==> config.mk <==
export PLATFORM = sky130hd
export DESIGN_NAME = bcd_to_binary_seq
export DESIGN_NICKNAME = d
export VERILOG_FILES = /design/src/rtl/bcd_to_binary_seq.sv
export SDC_FILE = /design/constraint.sdc
export NUM_CORES = 1
export LEC_CHECK = 0
export CORE_MARGIN = 5
export CORE_UTILIZATION = 25
export CTS_CLUSTER_SIZE = 30
export DETAILED_ROUTE_END_ITERATION = 6
export GPL_TIMING_DRIVEN = 0
export SKIP_LAST_GASP = 1
export SYNTH_ARGS = -nofsm -noshare
export SYNTH_HDL_FRONTEND = slang
export SYNTH_SLANG_ARGS = --single-unit
==> constraint.sdc <==
create_clock -name clk -period 3.7 [get_ports clk]
set_clock_uncertainty 0.15 [all_clocks]
set_input_delay 0.925 -clock clk [delete_from_list [all_inputs] [get_ports clk]]
set_output_delay 0.925 -clock clk [all_outputs]
set_load 0.03 [all_outputs]
==> src/rtl/bcd_to_binary_seq.sv <==
// Sequential BCD-to-binary converter (reverse double-dabble), one bit per cycle.
// Optional invalid-digit detection is enabled with BCD_TO_BINARY_SEQ_ERR_EN.
module bcd_to_binary_seq #(
  parameter int DIGITS = 2,
  parameter int BIN_W  = 7
) (
  input  logic                  clk,
  input  logic                  reset,
  input  logic                  start,
  input  logic [4*DIGITS-1:0]   bcd,
  output logic [BIN_W-1:0]      bin,
  output logic                  busy,
  output logic                  done,
  output logic                  err
);

  // state  | meaning
  // IDLE   | waiting for start; bin/err hold the last result
  // CONV   | one shift-and-correct iteration per cycle
  // DONE   | one-cycle done pulse, then back to IDLE
  localparam logic [1:0] S_IDLE = 2'd0;
  localparam logic [1:0] S_CONV = 2'd1;
  localparam logic [1:0] S_DONE = 2'd2;

  localparam int            HW   = 4 * DIGITS;
  localparam int            CW   = $clog2(HW) + 1;
  localparam logic [CW-1:0] LAST = CW'(HW - 1);

  logic [1:0]          state;
  logic [2*HW-1:0]     sreg;
  logic [2*HW-1:0]     sreg_nxt;
  logic [CW-1:0]       cnt;
  logic                bad_digit;
  logic [HW+BIN_W-1:0] bin_ext;

`ifdef BCD_TO_BINARY_SEQ_ERR_EN
  always_comb begin
    bad_digit = 1'b0;
    for (int i = 0; i < DIGITS; i++) begin
      if (bcd[4*i +: 4] > 4'd9) bad_digit = 1'b1;
    end
  end
`else
  assign bad_digit = 1'b0;
`endif

  // Shift right, then pull each upper-half digit that reached 8+ back down by 3.
  always_comb begin
    sreg_nxt = sreg >> 1;
    for (int i = 0; i < DIGITS; i++) begin
      if (sreg_nxt[HW + 4*i +: 4] >= 4'd8)
        sreg_nxt[HW + 4*i +: 4] = sreg_nxt[HW + 4*i +: 4] - 4'd3;
    end
  end

  // Zero-extend so any BIN_W (smaller or larger than the lower half) slices cleanly.
  assign bin_ext = {{BIN_W{1'b0}}, sreg_nxt[HW-1:0]};

  assign busy = (state == S_CONV);
  assign done = (state == S_DONE);

  always_ff @(posedge clk or posedge reset) begin
    if (reset) begin
      state <= S_IDLE;
      sreg  <= '0;
      cnt   <= '0;
      bin   <= '0;
      err   <= 1'b0;
    end else begin
      case (state)
        S_IDLE: begin
          if (start) begin
            sreg <= {bcd, {HW{1'b0}}};
            cnt  <= '0;
            bin  <= '0;
            err  <= 1'b0;
            if (bad_digit) begin
              err   <= 1'b1;
              state <= S_DONE;
            end else begin
              state <= S_CONV;
            end
          end
        end
        S_CONV: begin
          sreg <= sreg_nxt;
          cnt  <= cnt + 1'b1;
          if (cnt == LAST) begin
            bin   <= bin_ext[BIN_W-1:0];
            err   <= 1'b0;
            state <= S_DONE;
          end
        end
        S_DONE:  state <= S_IDLE;
        default: state <= S_IDLE;
      endcase
    end
  end

endmodule

==> qor.txt <==
global-route wire length before repair: 4.57 mm
warnings from Yosys: 0
Hold Buf Count CTS: 0
hold slack: 0.340 ns
via count: 934
antenna violations before repair: 0
initial drt markers: 21
period utilization: 0.832
wire per inst: 12.0 um
die width: 83.0 um
Crit Path Max Fanout: 10
highest clock rate: 0.325 GHz
# IOs: 21
Filler Cell Count: 550
Sum Neg Setup Slack: 0 ns
Die Area: 0.00690 sq mm
maximum clock path buffer count: 2
RSZ-0062 raised after global routing: false
Pleak: 0.000749 uW
Worst Tran Pin Value: 1.06 ns
Mapped Area: 0.00133 sq mm
minimum clock period: 3.08 ns
Power Total: 1330 uW
Area growth syn-to-layout: 26.2%
Worst-path clk slew: 0.09 ns
area occupied by multi-input gates: 587 sq um
grt ovf: 0
Post-synth EDFFs: 0
Max VDD drop: 205 uV
CTS Root Cell: clkbuf_8
setup bufs post-CTS: 0
Slew Viols, Final: 0
synthesized area per cell: 10.7 sq um
Final Hold Viols: 0
Power Dens Cells: 792 mW/mm^2
htree depth: 1
CTS sink count: 28
layout cell share with drive strength beyond 1: 0.135
Num CTS Buffers: 3
CTS tree: built
Hold Crit Class: flop to flop
synth unique cells: 27
Final setup viols: 0
diodes inserted: 0
number of synthesized register bits: 28
Chip Height: 83.0 um
Slew headroom: 0.290
run status: completed
register area share after synthesis: 0.525
hpwl dp: 1.85 mm
largest net degree at the start of global routing: 29
Critical Path Source Type: flop
critical path class: flop to output pin
Synthesized Nets: 139
Vias/cell: 4.28
data arrival time of the worst path: 2.00 ns
fin nets: 163
Routed Antenna Nets: 0
maxcap violations: 0
Mapped Cells: 125
Initial Utilization: 0.259
Row Count: 26
worst skew pair latency: 0.27 ns
core footprint: 0.00514 sq mm
drt first pass iters: 4
Post-route DRC: 0
WP data required: 2.62 ns
final core occ: 0.327
PortBufs: 19
vias in the first global route: 991
post-cts sizing count: 0
final wirelength: 2.62 mm
dominant synthesized flop cell: dfrtp_1
Placer Congestion: 0.700
share of async-settable or async-resettable flops after synthesis: 1.00
CP Capture Type: output pin
global-route usage over all layers: 0.0803
FF/Latch Area: 701 sq um
[metal layers]
metal,wire (um),GRT usage
met5,0,0
met4,19,0.0327
met2,1190,0.122
met3,109,0.0257
met1,1290,0.105
[area by class of cell]
| type | instances | area share |
|---|---|---|
| Multi-Input combinational cell | 87 | 0.349 |
| Clock buffer | 3 | 0.0245 |
| Tap cell | 70 | 0.0520 |
| Sequential cell | 28 | 0.416 |
| Clock inverter | 1 | 0.0178 |
| Buffer | 6 | 0.0186 |
| Inverter | 4 | 0.00892 |
| Timing Repair Buffer | 19 | 0.113 |
[worst max-delay path: stages, from the launching register on]
cell	delay, ns
dfrtp_1	0.44
nand2b_4	0.18
inv_1	0.15
buf_2	0.24
clkdlybuf4s50_1	0.71
[final timing paths]
| kind | startpoint | end | slack (ns) | cells past startpoint |
|---|---|---|---|---|
| min reg2reg | sreg[14]$_DFFE_PP0P_ | sreg[14]$_DFFE_PP0P_ | 0.34 | 2 |
| min in group asynchronous | reset | bin[6]$_DFFE_PP0P_ | 1.07 | 2 |
| max in group asynchronous | reset | sreg[12]$_DFFE_PP0P_ | 1.70 | 2 |
| max | state[1]$_DFFE_PP0P_ | busy | 0.62 | 4 |
| min | sreg[14]$_DFFE_PP0P_ | sreg[14]$_DFFE_PP0P_ | 0.34 | 2 |
| max reg2reg | cnt[0]$_DFFE_PP0P_ | bin[0]$_DFFE_PP0P_ | 1.98 | 4 |
[stage by stage]
step	worst slack [ns]	cells	area (sq um)
2_1_floorplan	1.49	125	1330
3_3_place_gp	0.916	214	1610
3_5_place_dp	0.924	214	1610
4_1_cts	0.596	218	1680
5_1_grt	0.535	218	1680
6_report	0.622	218	1680
[cells by family after synthesis]
family          count (synthesis)  share of synthesized area
simple gates                   45                      0.196
flops                          28                      0.525
compound gates                 26                      0.118
mux                            10                     0.0816
buf+inv                        10                     0.0347
fa+ha+maj                       3                     0.0281
xor+xnor                        2                     0.0131
other cells                     1                    0.00281
[cells in the final DEF, fill, tap and decap left out, drive strengths merged, types with 3 or more instances in the layout]
cell type      synthesis  routed
ha                     3       3
dfrtp                 28      28
inv                    4       4
mux2i                  3       3
nand2                 23      23
clkdlybuf4s50          0      19
and3b                  3       3
nor3b                  3       3
mux2                   7       7
buf                    5       5
nor2b                  9       9
o21ai                 16      16
clkbuf                 1       4
nor3                   3       3
nand2b                 3       3
a21oi                  4       4
[power by group]
part           switching, uW  internal (uW)  total (uW)
combinational            297            256         553
clock                   94.5            145         239
sequential               103            437         540
[synth_stat cells (2+ instances only)]
cell | instances | area share
dfrtp_1 | 28 | 0.53
nand2_1 | 23 | 0.065
o21ai_0 | 16 | 0.060
nor2b_1 | 9 | 0.042
mux2_2 | 7 | 0.059
a21oi_1 | 4 | 0.015
buf_2 | 4 | 0.015
inv_1 | 4 | 0.011
and3b_1 | 3 | 0.020
ha_1 | 3 | 0.028
mux2i_1 | 3 | 0.023
a221o_1 | 2 | 0.015
a221oi_1 | 2 | 0.013
nand2b_1 | 2 | 0.0094
nor3_1 | 2 | 0.0075
nor3b_1 | 2 | 0.011
[registers in the layout, indices dropped and copies added (netlist names)]
name and flops:
sreg 15, cnt 4, state 2, bin 7
Note: power is estimated with default switching activity, not from simulation.
